## src/rtl/bcd_pkg.sv

```systemverilog
// Shared BCD definitions for the multi-digit stopwatch/timer counter.
package bcd_pkg;

  typedef logic [3:0] bcd_digit_t;

  localparam bcd_digit_t BCD_MAX = 4'd9;
  localparam bcd_digit_t BCD_MIN = 4'd0;

  // Any nibble outside the decimal range is pinned to 9.
  function automatic bcd_digit_t bcd_clamp(input logic [3:0] nib);
    return (nib > BCD_MAX) ? BCD_MAX : nib;
  endfunction

endpackage

```

## src/rtl/bcd_digit.sv

```systemverilog
// Combinational next-value cell for one BCD digit; step_in/step_out form the
// carry (up) or borrow (down) ripple chain between neighbouring digits.
module bcd_digit
  import bcd_pkg::*;
(
  input  bcd_digit_t d,
  input  logic       step_in,
  input  logic       up,
  output bcd_digit_t d_next,
  output logic       step_out
);

  // NOTE: every output gets a default before the branches so no latch is inferred.
  always_comb begin
    d_next   = d;
    step_out = 1'b0;
    if (step_in) begin
      if (up) begin
        if (d >= BCD_MAX) begin
          d_next   = BCD_MIN;
          step_out = 1'b1;
        end else begin
          d_next = d + 4'd1;
        end
      end else begin
        if (d == BCD_MIN) begin
          d_next   = BCD_MAX;
          step_out = 1'b1;
        end else begin
          d_next = d - 4'd1;
        end
      end
    end
  end

endmodule

```

## src/rtl/bcd_counter_n.sv

```systemverilog
// DIGITS-wide BCD up/down counter with clear, clamped load, wrap/saturate,
// terminal-count pulse and a lap-hold display register.
module bcd_counter_n
  import bcd_pkg::*;
#(
  parameter int DIGITS = 4,
  parameter bit WRAP   = 1'b1
) (
  input  logic                clk,
  input  logic                rst,
  input  logic                en,
  input  logic                up,
  input  logic                clear,
  input  logic                load,
  input  logic [4*DIGITS-1:0] load_val,
  input  logic                hold,
  output logic [4*DIGITS-1:0] count,
  output logic [4*DIGITS-1:0] disp,
  output logic                tc
);

  localparam int W = 4 * DIGITS;

  logic [W-1:0]    r_count;
  logic [W-1:0]    r_disp;
  logic            r_tc;

  logic [W-1:0]    w_stepped;
  logic [W-1:0]    w_load_clamped;
  logic [W-1:0]    w_count_next;
  logic [DIGITS:0] w_step;
  logic            w_at_bound;
  logic            w_tc_next;

  // Digit 0 always receives a step request; the chain's final carry/borrow
  // out is high exactly when every digit sits at the boundary for 'up'.
  assign w_step[0] = 1'b1;

  for (genvar k = 0; k < DIGITS; k++) begin : g_digit
    bcd_digit u_digit (
      .d        (r_count[4*k +: 4]),
      .step_in  (w_step[k]),
      .up       (up),
      .d_next   (w_stepped[4*k +: 4]),
      .step_out (w_step[k+1])
    );
    assign w_load_clamped[4*k +: 4] = bcd_clamp(load_val[4*k +: 4]);
  end

  assign w_at_bound = w_step[DIGITS];

  always_comb begin
    w_count_next = r_count;
    w_tc_next    = 1'b0;
    if (clear) begin
      w_count_next = '0;
    end else if (load) begin
      w_count_next = w_load_clamped;
    end else if (en) begin
      w_tc_next = w_at_bound;
      // At the boundary the ripple result is already the wrapped value.
      if (!w_at_bound || WRAP) begin
        w_count_next = w_stepped;
      end
    end
  end

  // NOTE: sequential state uses non-blocking assignments so all registers
  // update together from pre-edge values.
  always_ff @(posedge clk) begin
    if (rst) begin
      r_count <= '0;
      r_disp  <= '0;
      r_tc    <= 1'b0;
    end else begin
      r_count <= w_count_next;
      r_tc    <= w_tc_next;
      if (!hold) begin
        r_disp <= w_count_next;
      end
    end
  end

  assign count = r_count;
  assign disp  = r_disp;
  assign tc    = r_tc;

endmodule

```

## config.mk

```make
export PLATFORM = sky130hd
export DESIGN_NAME = bcd_counter_n
export DESIGN_NICKNAME = d
export VERILOG_FILES = /design/src/rtl/bcd_pkg.sv /design/src/rtl/bcd_digit.sv /design/src/rtl/bcd_counter_n.sv
export SDC_FILE = /design/constraint.sdc
export NUM_CORES = 1
export LEC_CHECK = 0
export ABC_CLOCK_PERIOD_IN_PS = 2100
export BUFFER_PORTS_ARGS = -buffer_cell sky130_fd_sc_hd__buf_4
export CAP_MARGIN = 20
export CELL_PAD_IN_SITES_DETAIL_PLACEMENT = 2
export CELL_PAD_IN_SITES_GLOBAL_PLACEMENT = 2
export CORE_UTILIZATION = 28
export CTS_BUF_LIST = sky130_fd_sc_hd__clkbuf_2
export DETAILED_ROUTE_END_ITERATION = 16
export PLACE_DENSITY_LB_ADDON = 0.1
export SLEW_MARGIN = 40
export SYNTH_ARGS = -nofsm -noshare
export SYNTH_HDL_FRONTEND = slang
export SYNTH_SLANG_ARGS = --single-unit
```

## constraint.sdc

```tcl
create_clock -name clk -period 2.1 [get_ports clk]
set_input_delay 0.21 -clock clk [delete_from_list [all_inputs] [get_ports clk]]
set_output_delay 0.21 -clock clk [all_outputs]
set_load 0.01 [all_outputs]
```

==> impl_metrics.ini <==
[drt]
wl_per_cell_microns = 20.7
post_drt_via_cell_ratio = 5.41
wl_mm = 10.1
drc = 0
vias = 2623
ant_nets = 0
drt-initial-drc-count = 59
first_pass_iters = 4

[timing]
max_freq_mhz = 447
rsz0062_at_grt = true
timing.final.hold_violations = 0
period_share = 1.07
finalMaxSlewViolations = 0
worstMarginPinSlew_ps = 694
relSlewSlack = 0.532
skew_ps = 14.6
fin_crit_ps = 2240
timing.hold.ws_ps = 57.0
fin_ws_ps = -137
setup_viol = 18

[clock_network]
root_buffer = clkbuf_2
clkSlewWorstSetupHoldPaths_ps = 200
cts_tree = built
cts_sinks = 33
cts.htree.levels = 2
cts_buffers = 5
insertion_delay_ps = 400
clockBufferDepth = 2

[worst_setup_path]
end_kind = flip-flop
r2r-start = count[1]
cp-start-kind = flip-flop
critPathMaxStageDelay_ps = 400
crit_chain = inv_4, ha_4, or3b_4, o32a_4, a311oi_2, a221oi_2, or3_1, a21oi_2
critPathTopFamily = compound AO/OA/AOI/OAI gates
r2r-end = disp[7]
reg2reg_slack_ps = -140
cp_max_fo = 7
crit_required_ps = 2460
critPathKind = reg2reg
cp.buffers_inverters = 1
critical_path_arrival_ps = 2600
critPathSlowestCell = dfxtp_4
reg2regPathDepth = 8

[synthesis]
ys_types = 64
syn_inst = 286
synth_area_leaders = dfxtp_1 (29%), ha_1 (7.2%), a21oi_1 (4.7%), nor2_1 (4.3%), nand2_1 (4.0%)
dominantRegCellSynth = dfxtp_1
synth_top_area_share = 0.294
yosys_warnings = 0
ys_ff_latch = 33
synth_sequential_area_ratio = 0.294
syn_area_sq_um = 2250
avgSynthCellArea_sq_um = 7.87
async_flop_share = 0
synth_edf_count = 0
yosysTopAreaCell = dfxtp_1
syn-num-nets = 322

[power]
p_sw_frac = 0.339
combinationalPowerShare = 0.328
p_int_w = 0.00111
seq_power_share = 0.402
power_density_nw_per_um2 = 481
power.clock.fraction = 0.269
power.switching_w = 0.000571
ir_drop_mv = 0.267
power_leakage_nw = 1.43

[grt]
grt_pass1_wl_mm = 15.2
overflow = 0
grt_use_total = 0.230
grt_pass1_vias = 2844
antenna_found_initial = 0
grt_max_degree = 26

[die]
num_io_pins = 56
num_rows = 32
chipWidth_microns = 91.6
die_h_microns = 91.6
coreArea_sq_um = 7770
start_util = 0.290
die_area_sq_um = 8400

[min_path]
hp-start = load_val[1]
hold_depth = 3
hp-class = in2reg
holdPathEnd = count[1]

[flow_run]
drv_cap = 0

[placed_design]
gp_congestion = 0.799
dpl.hpwl_mm = 7.11
portBuffers = 55
placed_cell_area_sq_um = 3100
place_worst_setup_slack_ps = -227

[finish]
num_antenna_cells = 0
fin_nets = 418
final_area_sq_um = 3500
num-fill-cells = 902
drive_gt1_frac = 0.439
synthToLayoutAreaGrowth_pct = 55.5

[outcome]
violations = setup timing
outcome = finished, violations left
-- final cells by class --
type	count	area [sq um]	area share
Clock buffer	6	30.0	0.00859
Clock inverter	2	33.8	0.00966
Inverter	21	81.3	0.0233
Multi-Input combinational cell	218	1740	0.498
Sequential cell	33	671	0.192
Tap cell	102	128	0.0365
Timing Repair Buffer	103	812	0.232
-- flip-flops by register name, indices dropped and copies added, names as in the netlist --
signal / cells
count: 16
disp: 16
tc: 1
-- cell families after synthesis --
group / Yosys count / share of synthesized area
xor gates and xnor gates: 1 / 0.00389
muxes: 1 / 0.00445
buffers and inverters: 35 / 0.0601
DFF: 33 / 0.294
adders and majority gates: 13 / 0.0723
and+or+nand+nor: 106 / 0.250
AOI/OAI and AO/OA: 97 / 0.316
-- worst max path at each step --
stage	from	endpoint	slack, ps	depth (start not counted)
6_report	count[1]	disp[7]	-140	8
5_1_grt	count[1]	disp[14]	-240	9
3_3_place_gp	count[5]	disp[8]	-210	8
4_1_cts	count[0]	disp[8]	-110	8
2_1_floorplan	count[4]	disp[8]	-20	8
3_5_place_dp	count[5]	disp[8]	-230	8
-- through the flow --
stage	power, W	cells	TNS, ps	utilization
6_report	0.00168	485	-1340	0.450
5_1_grt	0.00176	485	-2520	0.450
4_1_cts	0.00161	480	-709	0.418
3_5_place_dp	0.00115	468	-1220	0.400
3_3_place_gp	0.00115	468	-898	0.400
2_1_floorplan	0.000927	286	-17.3	-
-- cells in the mapped netlist, types with 6 or more instances --
cell and count:
nand3_1 6, or3_1 7, dfxtp_1 33, nand2_1 24, nor3_1 8, a21oi_1 21, o21ai_0 16, clkbuf_1 10
ha_1 13, inv_1 20, nor2_1 26
-- power by group through the flow --
stage	clock network (W)	logic, W	registers [W]
final	0.000453	0.000553	0.000678
after global routing	0.000485	0.000595	0.000681
after CTS	0.000448	0.000490	0.000677
after detailed placement	0	0.000465	0.000689
after global placement	0	0.000457	0.000689
after floorplan	0	0.000225	0.000702
-- placed cells by master (no fill, tap or decap), drive strengths merged, types with 3 or more instances in the layout --
| cell | Yosys | layout |
|---|---|---|
| buf | 4 | 103 |
| dfxtp | 33 | 33 |
| nor2 | 26 | 26 |
| nand2 | 25 | 25 |
| a21oi | 22 | 22 |
| inv | 20 | 20 |
| o21ai | 16 | 16 |
| ha | 13 | 13 |
| nor3 | 9 | 9 |
| or3 | 7 | 7 |
| nand3 | 6 | 6 |
| clkbuf | 10 | 6 |
| a311oi | 6 | 6 |
| a22o | 5 | 5 |
| a31oi | 5 | 5 |
| or3b | 5 | 5 |
| nor3b | 5 | 5 |
| nor2b | 4 | 4 |
| nand3b | 4 | 4 |
| and2 | 4 | 4 |
| o22ai | 4 | 4 |
| a211oi | 4 | 4 |
| nand2b | 3 | 3 |
| o211ai | 3 | 3 |
| nor4b | 3 | 3 |
-- worst min-delay path, stage by stage --
cell     delay, ps
buf_4           90
a21oi_2         60
nor2_1          80
-- metal layers --
metal / vias up / part of all wire / track usage
met2: 44 / 0.51 / 0.407
li1: 1252 / - / -
met3: 9 / 0.025 / 0.0249
met5: - / 0 / 0
met1: 1318 / 0.45 / 0.301
met4: 0 / 0.011 / 0.0450
-- repair_timing --
| action | 4_1_cts | 5_1_grt |
|---|---|---|
| buffers inserted | 4 | 6 |
| setup endpoints to repair | 15 | 24 |
| endpoints found under the hold margin | 0 | 0 |
| hold buffers | 0 | 0 |
| gates cloned | 0 | 0 |
| gates resized for setup | 15 | 37 |
| pin swaps | 19 | 18 |
Note: power is estimated with default switching activity, not from simulation.
